## config.mk

```make
export PLATFORM = sky130hd
export DESIGN_NAME = simon_sequence_player
export DESIGN_NICKNAME = d
export VERILOG_FILES = /design/src/rtl/simon_pkg.sv /design/src/rtl/slow_tick_sync.sv /design/src/rtl/simon_sequence_player.sv
export SDC_FILE = /design/constraint.sdc
export NUM_CORES = 1
export LEC_CHECK = 0
export ABC_AREA = 1
export CAP_MARGIN = 20
export CELL_PAD_IN_SITES_DETAIL_PLACEMENT = 1
export CELL_PAD_IN_SITES_GLOBAL_PLACEMENT = 2
export CORE_AREA = 2 2 82 76
export CTS_CLUSTER_SIZE = 10
export DETAILED_ROUTE_END_ITERATION = 6
export DIE_AREA = 0 0 84 78
export DONT_BUFFER_PORTS = 1
export PLACE_DENSITY_LB_ADDON = 0.1
export REMOVE_ABC_BUFFERS = 1
export SYNTH_ARGS = -nofsm -noshare
export SYNTH_HDL_FRONTEND = slang
export SYNTH_SLANG_ARGS = --single-unit
```

## constraint.sdc

```tcl
create_clock -name i_Clk -period 2.25 [get_ports i_Clk]
set_input_delay 0.45 -clock i_Clk [delete_from_list [all_inputs] [get_ports i_Clk]]
set_output_delay 0.45 -clock i_Clk [all_outputs]
set_load 0.01 [all_outputs]
```

## src/rtl/simon_pkg.sv

```systemverilog
// Shared constants for the Simon sequence player: FSM encoding, LFSR shape,
// default seed and LED patterns.
package simon_pkg;

    localparam int          LEVEL_W      = 5;
    localparam int          LFSR_W       = 16;
    // Taps 16,14,13,11 expressed as bit positions 15,13,12,10.
    localparam logic [15:0] LFSR_TAPS    = 16'hB400;
    localparam logic [15:0] DEFAULT_SEED = 16'hACE1;

    localparam logic [3:0]  LED_DARK     = 4'b0000;
    localparam logic [3:0]  LED_ALL      = 4'b1111;

    typedef logic [2:0] state_t;
    localparam state_t ST_IDLE   = 3'd0;
    localparam state_t ST_ARM    = 3'd1;
    localparam state_t ST_ON     = 3'd2;
    localparam state_t ST_OFF    = 3'd3;
    localparam state_t ST_FINISH = 3'd4;
    localparam state_t ST_FLASH  = 3'd5;

    function automatic logic [15:0] lfsr_next(input logic [15:0] s);
        return {s[14:0], ^(s & LFSR_TAPS)};
    endfunction

    function automatic logic [3:0] led_onehot(input logic [1:0] sel);
        return 4'b0001 << sel;
    endfunction

endpackage

```

## src/rtl/slow_tick_sync.sv

```systemverilog
// Brings the divided slow square wave into the i_Clk domain as data and
// turns each synchronised rising edge into a single-cycle tick.
module slow_tick_sync (
    input  logic i_Clk,
    input  logic i_Rst,
    input  logic i_Slow_Clk,
    output logic o_Tick
);

    logic [1:0] sync_q, sync_d;
    logic       prev_q, prev_d;

    always_comb begin
        sync_d = {sync_q[0], i_Slow_Clk};
        prev_d = sync_q[1];
    end

    always_ff @(posedge i_Clk or posedge i_Rst) begin
        if (i_Rst) begin
            sync_q <= 2'b00;
            prev_q <= 1'b0;
        end else begin
            sync_q <= sync_d;
            prev_q <= prev_d;
        end
    end

    assign o_Tick = sync_q[1] & ~prev_q;

endmodule

```

## src/rtl/simon_sequence_player.sv

```systemverilog
// Plays a seeded pseudo-random Simon LED sequence, one lit/dark pair per
// slow-clock tick pair. Define SIMON_END_FLASH_EN for an all-LED end flash.
module simon_sequence_player #(
    parameter int          MAX_LEVEL    = 31,
    parameter logic [15:0] DEFAULT_SEED = simon_pkg::DEFAULT_SEED,
    localparam int         LVL_W        = $clog2(MAX_LEVEL + 1)
) (
    input  logic             i_Clk,
    input  logic             i_Rst,
    input  logic             i_Slow_Clk,
    input  logic             i_Start,
    input  logic [LVL_W-1:0] i_Level,
    input  logic [15:0]      i_Seed,
    output logic [3:0]       o_LED,
    output logic             o_Busy,
    output logic             o_Done,
    output logic [LVL_W-1:0] o_Step_Idx
);

    import simon_pkg::*;

    state_t           state_q, state_d;
    logic [LVL_W-1:0] level_q, level_d;
    logic [LVL_W-1:0] step_q, step_d;
    logic [15:0]      lfsr_q, lfsr_d;
    logic [3:0]       led_q, led_d;
    logic             busy_q, busy_d;
    logic             done_q, done_d;
    logic             tick;
    logic             start_ok;
    logic             last_step;

    slow_tick_sync u_tick (
        .i_Clk      (i_Clk),
        .i_Rst      (i_Rst),
        .i_Slow_Clk (i_Slow_Clk),
        .o_Tick     (tick)
    );

    // A start in the o_Done cycle is refused so a restart lands strictly after it.
    assign start_ok  = (state_q == ST_IDLE) && i_Start && !done_q;
    assign last_step = (step_q == level_q - LVL_W'(1));

    always_ff @(posedge i_Clk or posedge i_Rst) begin
        if (i_Rst) begin
            state_q <= ST_IDLE;
            step_q  <= '0;
            lfsr_q  <= DEFAULT_SEED;
            led_q   <= LED_DARK;
            busy_q  <= 1'b0;
            done_q  <= 1'b0;
        end else begin
            state_q <= state_d;
            step_q  <= step_d;
            lfsr_q  <= lfsr_d;
            led_q   <= led_d;
            busy_q  <= busy_d;
            done_q  <= done_d;
        end
    end

    always_ff @(posedge i_Clk) begin
        level_q <= level_d;
    end

    always_comb begin
        state_d = state_q;
        case (state_q)
            ST_IDLE: begin
                if (start_ok) begin
                    state_d = (i_Level == '0) ? ST_FINISH : ST_ARM;
                end
            end
            ST_ARM: begin
                if (tick) state_d = ST_ON;
            end
            ST_ON: begin
                if (tick) state_d = ST_OFF;
            end
            ST_OFF: begin
                if (tick) begin
`ifdef SIMON_END_FLASH_EN
                    state_d = last_step ? ST_FLASH : ST_ON;
`else
                    state_d = last_step ? ST_FINISH : ST_ON;
`endif
                end
            end
`ifdef SIMON_END_FLASH_EN
            ST_FLASH: begin
                if (tick) state_d = ST_FINISH;
            end
`endif
            ST_FINISH: state_d = ST_IDLE;
            default:   state_d = ST_IDLE;
        endcase
    end

    // Outputs are registered; each value is set on the transition that enters its state.
    always_comb begin
        level_d = level_q;
        step_d  = step_q;
        lfsr_d  = lfsr_q;
        led_d   = led_q;
        busy_d  = busy_q;
        done_d  = 1'b0;
        case (state_q)
            ST_IDLE: begin
                if (start_ok) begin
                    level_d = i_Level;
                    lfsr_d  = (i_Seed == 16'h0000) ? DEFAULT_SEED : i_Seed;
                    step_d  = '0;
                    led_d   = LED_DARK;
                    busy_d  = 1'b1;
                end
            end
            ST_ARM: begin
                if (tick) led_d = led_onehot(lfsr_q[1:0]);
            end
            ST_ON: begin
                if (tick) begin
                    led_d  = LED_DARK;
                    lfsr_d = lfsr_next(lfsr_q);
                end
            end
            ST_OFF: begin
                if (tick) begin
                    if (last_step) begin
`ifdef SIMON_END_FLASH_EN
                        led_d = LED_ALL;
`else
                        led_d = LED_DARK;
`endif
                    end else begin
                        step_d = step_q + LVL_W'(1);
                        led_d  = led_onehot(lfsr_q[1:0]);
                    end
                end
            end
`ifdef SIMON_END_FLASH_EN
            ST_FLASH: begin
                if (tick) led_d = LED_DARK;
            end
`endif
            ST_FINISH: begin
                done_d = 1'b1;
                busy_d = 1'b0;
                led_d  = LED_DARK;
                step_d = '0;
            end
            default: begin
                led_d  = LED_DARK;
                busy_d = 1'b0;
            end
        endcase
    end

    assign o_LED      = led_q;
    assign o_Busy     = busy_q;
    assign o_Done     = done_q;
    assign o_Step_Idx = step_q;

endmodule

```

==> impl_metrics.yaml <==
synth:
  ys_types: 26
  synth.ff_latch_count: 38
  synth_warnings: 0
  synthCells: 259
  avgSynthCellArea_um2: 7.77
  synth.cell_area_um2: 2010
  seq_area_frac_synth: 0.490
routing:
  drt_iter0_markers: 58
  drc: 0
  dr_total_vias: 1682
  route.detailed.wl_per_inst_um: 15.0
  routed_wl_mm: 5.07
  ant_nets: 0
  routed_via_density: 4.99
  firstDrtPassIters: 4
clocking:
  clock_path_buffers: 2
  htreeDepth: 2
  clkTransAtPathRegs_ns: 0.07
  clkSinkCount: 38
  hold_buffers: 0
  cts.repair.resized: 0
  cts_buffers: 5
  clock_latency_ns: 0.29
  clock-root-buffer: "clkbuf_8"
  post_cts_buffers: 0
  tritoncts: "done"
setup_path:
  endpoint_kind: "register"
  timing.reg2reg.setup_slack_ns: 0.46
  cp_cell_sequence: "inv_1, ha_1, inv_1, nand2_1, nand2_1, nor2_1, nand2_1, nor2_1, nand3_1, nand3_1, nand2_1, nand2_1"
  reg2reg_depth: 12
  crit_type: "reg -> reg"
  timing.rr.start: "level_q[0]"
  critPathMaxFanout: 5
  timing.rr.end: "o_Step_Idx[1]"
  slowest_delay_ns: 0.35
  cp_common_cell: "nand2_1"
  critPathSlowestCell: "edfxtp_1"
  critPathLaunchType: "register"
  worstPathArrival_ns: 2.02
  critPathRequiredTime_ns: 2.49
layout:
  fillCellCount: 708
  num_antenna_cells: 0
  nNetsFinal: 293
  layout_commonest_cell: "nand2_1"
  syn_to_final_growth_pct: 9.89
  layout.cells.most_common_list: "75 x nand2_1, 31 x nor2_1, 29 x inv_1, 25 x dfrtp_1"
  postLayoutCellArea_um2: 2210
  layout-drive-gt1-share: 0.112
die:
  die-width_um: 84
  die_area_um2: 6550
  pin_count: 36
  die_y_um: 78
  initial_core_util: 0.357
  placeableCoreArea_um2: 5630
  rows: 26
placed_design:
  place_hpwl_mm: 3.89
  portBuffers: 0
  pre_cts_ws_ns: 0.468
  place_area_um2: 2100
  gp_congestion: 0.814
sta:
  fmaxAchievable_mhz: 560
  whs_ns: 0.134
  clock_skew_ns: 0.00340
  slew_viol_final: 0
  period_share: 0.794
  tns_ns: 0
  rsz0062_at_grt: "false"
  setup_viol: 0
  finalHoldViolations: 0
  fin_ws_ns: 0.463
  relSlewSlack: 0.599
  min_period_ns: 1.79
  tightest_slew_ns: 0.598
grt:
  overflow: 0
  antenna_found_initial: 0
  grt_use_total: 0.169
  grt_pass1_vias: 1744
  grt_pass1_wl_mm: 8.63
  grt_max_degree: 34
pwr:
  power_leakage_nw: 1.08
  ir_drop_mv: 0.626
  p_per_area_nw_per_um2: 1310
status:
  status: "finished clean"
flow_run:
  max_cap_viol_count: 0
hold_path:
  hold_class: "in -> async"
where the power goes:
group	total, W	internal (W)	switching (W)
clock	0.000581	0.000332	0.000249
sequential	0.00114	0.000975	0.000163
combinational	0.00117	0.000371	0.000798
cell type report:
class	count	area, um^2	area share
Sequential cell	38	986	0.446
Multi-Input combinational cell	182	873	0.395
Inverter	36	135	0.0611
Tap cell	70	87.6	0.0396
Clock buffer	7	76.3	0.0345
Clock inverter	1	30.0	0.0136
Timing Repair Buffer	3	22.5	0.0102
flip-flops by register name, indices dropped and copies added, names as in the netlist:
| name | cells |
|---|---|
| o_Done | 1 |
| state_q | 3 |
| o_Busy | 1 |
| lfsr_q | 16 |
| u_tick.prev_q | 1 |
| level_q | 5 |
| o_Step_Idx | 5 |
| u_tick.sync_q | 2 |
| o_LED | 4 |
synth_stat cells (all sizes together):
master  count  area, um^2
nand2      78         300
inv        36         135
nor2       32         128
dfrtp      25         626
o21ai      22         110
nand3      14        70.1
a21oi      11        66.3
dfstp       8         210
nand4       7        43.8
edfxtp      5         150
a22oi       4        30.0
buf         3        17.5
o211ai      3        22.5
xor2        3        26.3
ha          2        25.0
nor3        2        21.3
xnor2       2        17.5
a31oi       1        6.26
o22ai       1        6.26
cells by family after synthesis:
kind of cell,synth area share
and+or+nand+nor,0.280
AOI/OAI and AO/OA,0.120
buffers and inverters,0.0759
DFF,0.490
xor gates and xnor gates,0.0218
adders and majority gates,0.0124
per-layer routing:
layer	up-vias	global-route usage	share of wire
met2	25	0.233	0.39
li1	850	-	-
met1	801	0.254	0.56
met5	-	0	0
met4	0	0.0387	0.0095
met3	6	0.0553	0.048
through the flow:
stage               power [W]   util  cells
finish                0.00289  0.393    337
global route          0.00317  0.393    337
CTS                   0.00292  0.393    337
detailed placement    0.00234  0.374    329
global placement      0.00232  0.374    329
floorplan             0.00200      -    256
worst max-delay path by stage:
stage	startpoint	to	slack, ns	cells after the start
2_1_floorplan	state_q[0]	lfsr_q[1]	0.67	7
3_3_place_gp	state_q[2]	state_q[2]	0.53	10
3_5_place_dp	level_q[0]	o_Step_Idx[0]	0.47	12
4_1_cts	level_q[0]	o_Step_Idx[0]	0.45	12
5_1_grt	level_q[0]	o_Step_Idx[2]	0.15	12
6_report	level_q[0]	o_Step_Idx[1]	0.46	12
critical path, delay by kind of cell (launching register included):
family	cells	cell delay, ns
simple gates	9	0.93
buf+inv	2	0.12
fa+ha+maj	1	0.32
flops	1	0.35
Note: power is estimated with default switching activity, not from simulation.
